[src/rtl/mfcc_pkg.sv]
// Shared MFCC pipeline definitions: FSM encoding, binary32 constants and
// the stage payloads of the squared-magnitude datapath.
package mfcc_pkg;

    localparam logic [1:0] ST_IDLE  = 2'd0;
    localparam logic [1:0] ST_READ  = 2'd1;
    localparam logic [1:0] ST_DRAIN = 2'd2;
    localparam logic [1:0] ST_DONE  = 2'd3;

    localparam logic [31:0] FP_ZERO = 32'h0000_0000;
    localparam logic [31:0] FP_INF  = 32'h7F80_0000;
    localparam logic [31:0] FP_QNAN = 32'h7FC0_0000;

    localparam int unsigned FP_BIAS    = 127;
    localparam int unsigned FP_EXP_MAX = 255;

    // Stage 1: classified operand and top 25 bits of the 48-bit mantissa square
    typedef struct packed {
        logic        nan;
        logic        inf;
        logic        zero;
        logic [7:0]  exp;
        logic [24:0] prod;
    } sq_raw_t;

    // Stage 2: normalised square, man includes the hidden bit (0 means zero)
    typedef struct packed {
        logic        nan;
        logic        inf;
        logic [7:0]  exp;
        logic [23:0] man;
    } sq_t;

    // Stage 3: aligned sum before final normalisation
    typedef struct packed {
        logic        nan;
        logic        inf;
        logic [7:0]  exp;
        logic [24:0] sum;
    } sum_t;

endpackage

[src/rtl/fft_power_spectrum_if.sv]
// Memory-side bus of the power stage: FFT result read port and power write port.
interface fft_power_spectrum_if #(
    parameter int unsigned ADDR_WIDTH = 12,
    parameter int unsigned DATA_WIDTH = 32
);
    logic [ADDR_WIDTH-1:0] addr_rd;
    logic [DATA_WIDTH-1:0] data_rd_real;
    logic [DATA_WIDTH-1:0] data_rd_image;
    logic                  wr_ena_pow;
    logic [ADDR_WIDTH-1:0] addr_pow;
    logic [DATA_WIDTH-1:0] data_pow;

    modport master (
        output addr_rd,
        input  data_rd_real,
        input  data_rd_image,
        output wr_ena_pow,
        output addr_pow,
        output data_pow
    );

    modport slave (
        input  addr_rd,
        output data_rd_real,
        output data_rd_image,
        input  wr_ena_pow,
        input  addr_pow,
        input  data_pow
    );
endinterface

[src/rtl/fp_sq_sum.sv]
// PIPE_LAT-stage binary32 re^2 + im^2 (truncating, denormals flushed, sign dropped).
// Stages: decode+multiply, normalise squares, align+add, pack (+ optional delay).
module fp_sq_sum
    import mfcc_pkg::*;
#(
    parameter int unsigned PIPE_LAT = 4
)(
    input  logic        clk,
    input  logic        rst_n,
    input  logic [31:0] re,
    input  logic [31:0] im,
    output logic [31:0] pow
);
    localparam int unsigned TAIL = (PIPE_LAT > 4) ? PIPE_LAT - 3 : 1;

    // Classify the magnitude bits and square the 24-bit significand
    function automatic sq_raw_t decode_sq(input logic [30:0] x);
        sq_raw_t r;
        r.nan  = (&x[30:23]) & (|x[22:0]);
        r.inf  = (&x[30:23]) & ~(|x[22:0]);
        r.zero = ~(|x[30:23]);
        r.exp  = x[30:23];
        r.prod = 25'((48'({1'b1, x[22:0]}) * 48'({1'b1, x[22:0]})) >> 23);
        return r;
    endfunction

    // Exponent 2e-bias (+1 if the product carried), with underflow/overflow
    function automatic sq_t norm_sq(input sq_raw_t a);
        sq_t        r;
        logic [9:0] u;
        r     = '0;
        r.nan = a.nan;
        u     = {1'b0, a.exp, 1'b0} + {9'd0, a.prod[24]};
        if (!a.nan) begin
            if (a.inf || (u >= 10'(FP_BIAS + FP_EXP_MAX))) begin
                r.inf = 1'b1;
            end else if (!a.zero && (u > 10'(FP_BIAS))) begin
                r.exp = 8'(u - 10'(FP_BIAS));
                r.man = a.prod[24] ? a.prod[24:1] : a.prod[23:0];
            end
        end
        return r;
    endfunction

    // Align the smaller square by truncating right shift and add
    function automatic sum_t add_sq(input sq_t a, input sq_t b);
        sum_t        r;
        sq_t         big;
        sq_t         sml;
        logic [7:0]  diff;
        logic [23:0] aligned;
        if (a.exp >= b.exp) begin
            big = a;
            sml = b;
        end else begin
            big = b;
            sml = a;
        end
        diff    = big.exp - sml.exp;
        aligned = (diff > 8'd23) ? 24'd0 : (sml.man >> diff);
        r.nan   = a.nan | b.nan;
        r.inf   = a.inf | b.inf;
        r.exp   = big.exp;
        r.sum   = {1'b0, big.man} + {1'b0, aligned};
        return r;
    endfunction

    // Normalise by at most one right shift and apply special-value overrides
    function automatic logic [31:0] pack_sum(input sum_t s);
        logic [31:0] r;
        r = FP_ZERO;
        if (s.nan) begin
            r = FP_QNAN;
        end else if (s.inf) begin
            r = FP_INF;
        end else if (s.sum[24]) begin
            if (s.exp == 8'd254) r = FP_INF;
            else                 r = {1'b0, s.exp + 8'd1, s.sum[23:1]};
        end else begin
            r = {1'b0, s.exp, s.sum[22:0]};
        end
        return r;
    endfunction

    sq_raw_t              s1_re;
    sq_raw_t              s1_im;
    sq_t                  s2_re;
    sq_t                  s2_im;
    sum_t                 s3;
    logic [TAIL-1:0][31:0] out_q;
    logic                 sign_unused;

    assign sign_unused = re[31] ^ im[31];

    // Datapath pipeline registers
    always_ff @(posedge clk or negedge rst_n) begin
        if (!rst_n) begin
            s1_re <= '0;
            s1_im <= '0;
            s2_re <= '0;
            s2_im <= '0;
            s3    <= '0;
            out_q <= '0;
        end else begin
            s1_re    <= decode_sq(re[30:0]);
            s1_im    <= decode_sq(im[30:0]);
            s2_re    <= norm_sq(s1_re);
            s2_im    <= norm_sq(s1_im);
            s3       <= add_sq(s2_re, s2_im);
            out_q[0] <= pack_sum(s3);
            for (int i = 1; i < int'(TAIL); i++) begin
                out_q[i] <= out_q[i-1];
            end
        end
    end

    assign pow = out_q[TAIL-1];

endmodule

[src/rtl/fft_power_spectrum.sv]
// Post-FFT power stage: streams bins 0..N/2 out of the FFT result memories and
// writes |X[k]|^2 (binary32) to the power memory.
// Optional running peak tracker enabled by defining POW_PEAK_EN.
module fft_power_spectrum
    import mfcc_pkg::*;
#(
    parameter int unsigned ADDR_WIDTH = 12,
    parameter int unsigned DATA_WIDTH = 32,
    parameter int unsigned RD_LAT     = 2,
    parameter int unsigned PIPE_LAT   = 4
)(
    input  logic                  clk,
    input  logic                  rst_n,
    input  logic                  ena_mag,
    input  logic [ADDR_WIDTH-1:0] max_point_fft,
    fft_power_spectrum_if.master  mem,
`ifdef POW_PEAK_EN
    output logic [ADDR_WIDTH-1:0] peak_addr,
    output logic [DATA_WIDTH-1:0] peak_val,
`endif
    output logic                  busy,
    output logic                  done
);
    localparam int unsigned DEPTH = RD_LAT + PIPE_LAT;

    logic [1:0]                       state;
    logic [1:0]                       next_state;
    logic [ADDR_WIDTH-1:0]            last_addr;
    logic [ADDR_WIDTH-1:0]            addr_next_c;
    logic                             busy_next_c;
    logic                             done_next_c;
    logic                             drained_c;
    logic                             start_c;
    logic [DEPTH-1:0]                 vld;
    logic [DEPTH-1:0][ADDR_WIDTH-1:0] tag;
    logic [DATA_WIDTH-1:0]            pow;
    logic                             n_lsb_unused;

    assign n_lsb_unused = max_point_fft[0];
    assign start_c      = (state == ST_IDLE) && ena_mag;
    assign drained_c    = ~(|vld[DEPTH-2:0]);

    // State register
    always_ff @(posedge clk or negedge rst_n) begin
        if (!rst_n) state <= ST_IDLE;
        else        state <= next_state;
    end

    // Next state, next address and next status flags
    always_comb begin
        next_state  = state;
        addr_next_c = '0;
        busy_next_c = 1'b0;
        done_next_c = 1'b0;
        case (state)
            ST_IDLE: begin
                if (ena_mag) next_state = ST_READ;
            end
            ST_READ: begin
                if (mem.addr_rd == last_addr) next_state = ST_DRAIN;
                else                          addr_next_c = mem.addr_rd + ADDR_WIDTH'(1);
            end
            ST_DRAIN: begin
                if (drained_c) next_state = ST_DONE;
            end
            ST_DONE: begin
                next_state = ST_IDLE;
            end
            default: begin
                next_state = ST_IDLE;
            end
        endcase
        busy_next_c = (next_state == ST_READ) || (next_state == ST_DRAIN);
        done_next_c = (next_state == ST_DONE);
    end

    // Registered read address, status flags and latched last bin index N/2
    always_ff @(posedge clk or negedge rst_n) begin
        if (!rst_n) begin
            mem.addr_rd <= '0;
            busy        <= 1'b0;
            done        <= 1'b0;
            last_addr   <= '0;
        end else begin
            mem.addr_rd <= addr_next_c;
            busy        <= busy_next_c;
            done        <= done_next_c;
            if (start_c) last_addr <= {1'b0, max_point_fft[ADDR_WIDTH-1:1]};
        end
    end

    // Valid/bin-index shift register covering memory and datapath latency
    always_ff @(posedge clk or negedge rst_n) begin
        if (!rst_n) begin
            vld <= '0;
            tag <= '0;
        end else begin
            vld <= {vld[DEPTH-2:0], (state == ST_READ)};
            tag <= {tag[DEPTH-2:0], mem.addr_rd};
        end
    end

    fp_sq_sum #(
        .PIPE_LAT (PIPE_LAT)
    ) u_sq_sum (
        .clk   (clk),
        .rst_n (rst_n),
        .re    (mem.data_rd_real),
        .im    (mem.data_rd_image),
        .pow   (pow)
    );

    assign mem.wr_ena_pow = vld[DEPTH-1];
    assign mem.addr_pow   = tag[DEPTH-1];
    assign mem.data_pow   = pow;

`ifdef POW_PEAK_EN
    // Running maximum over raw bits; strict compare keeps the lowest tied bin
    always_ff @(posedge clk or negedge rst_n) begin
        if (!rst_n) begin
            peak_addr <= '0;
            peak_val  <= '0;
        end else if (start_c) begin
            peak_addr <= '0;
            peak_val  <= '0;
        end else if (vld[DEPTH-1] && (pow > peak_val)) begin
            peak_addr <= tag[DEPTH-1];
            peak_val  <= pow;
        end
    end
`endif

endmodule
[src/flat_wrapper.sv]
// flat-port wrapper written by rule: the top's interface ports become plain ports
module fft_power_spectrum_flat import mfcc_pkg::*;
#(
    parameter int unsigned ADDR_WIDTH = 12,
    parameter int unsigned DATA_WIDTH = 32,
    parameter int unsigned RD_LAT     = 2,
    parameter int unsigned PIPE_LAT   = 4
)
  (clk, rst_n, ena_mag, max_point_fft, busy, done, mem_addr_rd, mem_data_rd_real, mem_data_rd_image, mem_wr_ena_pow, mem_addr_pow, mem_data_pow);
  fft_power_spectrum_if #(.ADDR_WIDTH(ADDR_WIDTH), .DATA_WIDTH(DATA_WIDTH)) mem_i ();
  input  logic clk;
  input  logic rst_n;
  input  logic ena_mag;
  input  logic [ADDR_WIDTH-1:0] max_point_fft;
  output logic busy;
  output logic done;
  output wire logic [$bits(mem_i.addr_rd)-1:0] mem_addr_rd;
  input wire logic [$bits(mem_i.data_rd_real)-1:0] mem_data_rd_real;
  input wire logic [$bits(mem_i.data_rd_image)-1:0] mem_data_rd_image;
  output wire logic [$bits(mem_i.wr_ena_pow)-1:0] mem_wr_ena_pow;
  output wire logic [$bits(mem_i.addr_pow)-1:0] mem_addr_pow;
  output wire logic [$bits(mem_i.data_pow)-1:0] mem_data_pow;
  assign mem_addr_rd = mem_i.addr_rd;
  assign mem_i.data_rd_real = mem_data_rd_real;
  assign mem_i.data_rd_image = mem_data_rd_image;
  assign mem_wr_ena_pow = mem_i.wr_ena_pow;
  assign mem_addr_pow = mem_i.addr_pow;
  assign mem_data_pow = mem_i.data_pow;
  fft_power_spectrum #(.ADDR_WIDTH(ADDR_WIDTH), .DATA_WIDTH(DATA_WIDTH), .RD_LAT(RD_LAT), .PIPE_LAT(PIPE_LAT)) u_core (.clk(clk), .rst_n(rst_n), .ena_mag(ena_mag), .max_point_fft(max_point_fft), .mem(mem_i), .busy(busy), .done(done));
endmodule
[config.mk]
export PLATFORM = sky130hd
export DESIGN_NAME = fft_power_spectrum_flat
export DESIGN_NICKNAME = d
export VERILOG_FILES = /design/src/rtl/mfcc_pkg.sv /design/src/rtl/fft_power_spectrum_if.sv /design/src/rtl/fp_sq_sum.sv /design/src/rtl/fft_power_spectrum.sv /design/src/flat_wrapper.sv
export SDC_FILE = /design/constraint.sdc
export NUM_CORES = 2
export LEC_CHECK = 0
export ABC_CLOCK_PERIOD_IN_PS = 8900
export CORE_ASPECT_RATIO = 1.1
export CORE_MARGIN = 1
export CORE_UTILIZATION = 40
export DETAILED_ROUTE_END_ITERATION = 7
export GPL_TIMING_DRIVEN = 0
export MAX_ROUTING_LAYER = met4
export PLACE_DENSITY = 0.61
export SLEW_MARGIN = 20
export SYNTH_ARGS = -nofsm -noshare
export SYNTH_HDL_FRONTEND = slang
export SYNTH_SLANG_ARGS = --single-unit
[constraint.sdc]
create_clock -name clk -period 8.9 [get_ports clk]
set_clock_uncertainty 0.05 [all_clocks]
set_input_delay 2.225 -clock clk [delete_from_list [all_inputs] [get_ports clk]]
set_output_delay 2.225 -clock clk [all_outputs]
set_load 0.005 [all_outputs]
==> results by group <==
Timing
  • Final hold violation count: 0
  • Achievable Freq: about 0.12 GHz
  • Worst Max-Slew Pin Slew: 0.859 ns
  • Final period utilization: 0.975
  • Pins Over Slew Limit: 0
  • Slew headroom: 0.425
  • Setup violations, final: 0
  • RSZ-0062 raised after global routing: true
  • Setup_tns: 0 ns
  • Min Tclk post-route: between 8 and 9 ns

Clock network
  • Clock transition at path regs: approximately 0.060 ns
  • Hold-fix buffers, CTS: 0
  • Root buffer cell: clkbuf_16
  • CTS tree: done
  • Clk buf depth: 3
  • H-tree depth: 2
  • Clk sinks: 311
  • Skew-Pair Late Insertion Delay: 0.56 ns
  • Cts bufs inserted: 37

Logic synthesis
  • Cell Area, Synth: 43,900 sq um
  • Yosys warnings: 0
  • Synth Instances: 4,421
  • Post-synthesis sequential area ratio: 0.177
  • Syn Nets: 5,747
  • Number of synthesized flops with an enable pin: 0
  • Distinct cells, synth: 75
  • Post-synthesis async set-or-reset flop share: 1.00
  • Ys flop type: dfrtp_1
  • Flops & latches, synth: 311
  • Syn_area_per_cell: roughly 9.9 sq um

Cells and area
  • Area taken by multi-input logic gates: 31,700 sq um
  • Share of layout cells above drive strength 1: 0.0830
  • Total area of sequential cells: 7780 sq um
  • Area grow syn2layout: 12.8%
  • Fin nets: 5,948
  • Commonest non-fill, non-tap cells in the layout: 1,109 x inv_1, 843 x fa_1, 388 x ha_1
  • Filler cells: 10,410
  • Core Util, Final: 0.455
  • Commonest non-fill, non-tap cell in the layout: inv_1

Placed design
  • Port bufs: 131
  • Final HPWL DP: 89,800 microns
  • Final GP Congestion: 0.951

Routing
  • Final routed DRC violation total: 4
  • Via Count: between 20,000 and 30,000
  • Initial DRC count: 1,479
  • Antenna viol nets, final: 0
  • DR WL/cell: around 18 microns
  • DRT Pass-1 Iters: 7
  • Post-Route WL: about 110,000 microns
  • Post-DR vias/cell: just under 5

Die
  • Die X: 318 microns
  • Ports: 138
  • Core box area: 109,000 sq um
  • Rows: 127
  • Starting density of the core: 0.403
  • DIE HEIGHT: roughly 350 microns
  • Total Die Area: 111,000 sq um

Setup path
  • Critical Path Start Type: input port
  • Max FO, Critical Path: 9
  • Cell mode on critical path: fa_1
  • Crit Path Category: in -> reg
  • Worst EP required: a little over 9 ns
  • Crit path arrival time: 9.08 ns
  • CP peak stage delay: 0.57 ns
  • CP max stage cell: fa_2
  • Critical path capture point type: register

Global route
  • Vias in the first global route: 32,208
  • Global-route wire length before repair: roughly 170,000 microns
  • Initial antenna violation count: 1
  • Global route overflow: 0
  • Largest net degree at the start of global routing: 103
  • Total track usage: 0.206

Outcome
  • Violated checks: DRC
  • Status: complete, but fails checks

Worst hold path
  • Hold Crit Class: reg -> reg

Flow run
  • Total of max-cap violations: 0
-- per-stage QoR --
step | setup slack (ns) | cells | hold slack (ns) | cell area [sq um]
global route | -0.0468 | 6071 | 0.296 | 49600
finish | 0.227 | 6072 | 0.291 | 49600
CTS | 0.00448 | 6061 | 0.294 | 49100
detailed placement | -2.62 | 5974 | 0.285 | 47100
floorplan | 0.000737 | 4421 | 0.281 | 43900
global placement | -7.45 | 5971 | 0.283 | 47000
-- flip-flops by register name (all words and copies together), names as in the netlist --
name                   flops
u_core.u_sq_sum.pow       31
u_core.mem.addr_rd        12
u_core.tag                60
u_core.u_sq_sum.s2_re     34
u_core.done                1
u_core.u_sq_sum.s2_im     34
u_core.vld                 6
u_core.mem.addr_pow       12
u_core.last_addr          11
u_core.state               2
u_core.u_sq_sum.s1_im     36
u_core.busy                1
u_core.u_sq_sum.s3        35
u_core.u_sq_sum.s1_re     36
-- layout make-up --
type / count / area share
flip-flops and latches: 311 / 0.157
clock inverters: 12 / 0.00295
clock buffers: 56 / 0.0222
repair buffers: 166 / 0.0313
inverters: 1137 / 0.0876
plain buffers: 140 / 0.0243
multi-input cells: 2829 / 0.639
diodes: 2 / 0.000101
well taps: 1419 / 0.0358
-- per-layer routing --
metal	wire length (microns)	global-route usage	vias up	part of all wire
met5	0	-	-	0
met4	4150	0.0710	0	0.039
met3	6040	0.0266	231	0.056
met2	52400	0.346	772	0.49
met1	44400	0.257	14831	0.41
li1	-	-	13617	-
-- final timing paths --
kind	from	endpoint	slack, ns	depth (start not counted)
max in group asynchronous	rst_n	u_core.u_sq_sum.s3[25]	6.04	3
worst max-delay path	mem_data_rd_image[2]	u_core.u_sq_sum.s1_im[21]	0.23	26
worst min register to register	u_core.tag[54]	u_core.mem.addr_pow[6]	0.29	0
worst min-delay path	u_core.tag[54]	u_core.mem.addr_pow[6]	0.29	0
worst max register to register	u_core.u_sq_sum.s2_im[24]	u_core.u_sq_sum.s3[24]	0.80	30
min in group asynchronous	rst_n	u_core.done	1.51	1
-- synthesized netlist by cell type (all sizes together) (4+ instances only) --
master   instances  share of area
a221oi           4         0.0012
nand4           17         0.0024
ha             398           0.11
o211ai          10         0.0018
mux4             9         0.0046
and3            23         0.0033
nand2b          18         0.0026
clkbuf         105         0.0090
nand2          392          0.033
or2             17         0.0024
nor3            34         0.0039
xor2            60          0.012
inv           1127          0.096
a2111oi          4        0.00080
dfrtp          311           0.18
clkinv          10        0.00085
a21o            24         0.0041
buf             39         0.0054
fa             849           0.39
or3             10         0.0014
nor2           314          0.027
o21a            16         0.0027
mux2            14         0.0037
nor2b           16         0.0023
a22oi            4        0.00068
a31oi            4        0.00057
o21ai           44         0.0050
and2           140          0.020
a211oi           8         0.0016
mux2i          146          0.033
or4              4        0.00068
nor4            18         0.0026
nand3           33         0.0038
o21bai           8         0.0014
a21oi           75         0.0089
xnor2           77          0.016
-- logic make-up after synthesis --
kind of cell,after synthesis,synth area share
AO/OA/AOI/OAI,233,0.0355
XOR/XNOR,137,0.0275
adder cells (fa/ha/maj),1247,0.500
buffers and inverters,1281,0.111
flip-flops,311,0.177
multiplexers,169,0.0415
other,1,0.0000853
AND/OR/NAND/NOR,1042,0.107
-- worst max-delay path: cells and delay by family --
family,cells,cell delay (ns)
simple gates,5,1.04
xor+xnor,1,0.13
compound gates,5,0.93
buf+inv,7,0.86
fa+ha+maj,8,3.86
-- what timing repair did --
| item | in CTS | in global routing |
|---|---|---|
| setup buffers | 21 | 12 |
| pin swaps | 9 | 44 |
| endpoints found under the setup margin | 50 | 27 |
| gates resized for setup | 381 | 263 |
Power is not shown: default switching activity piles up to over one toggle a cycle in this logic, so the estimate is an artifact.
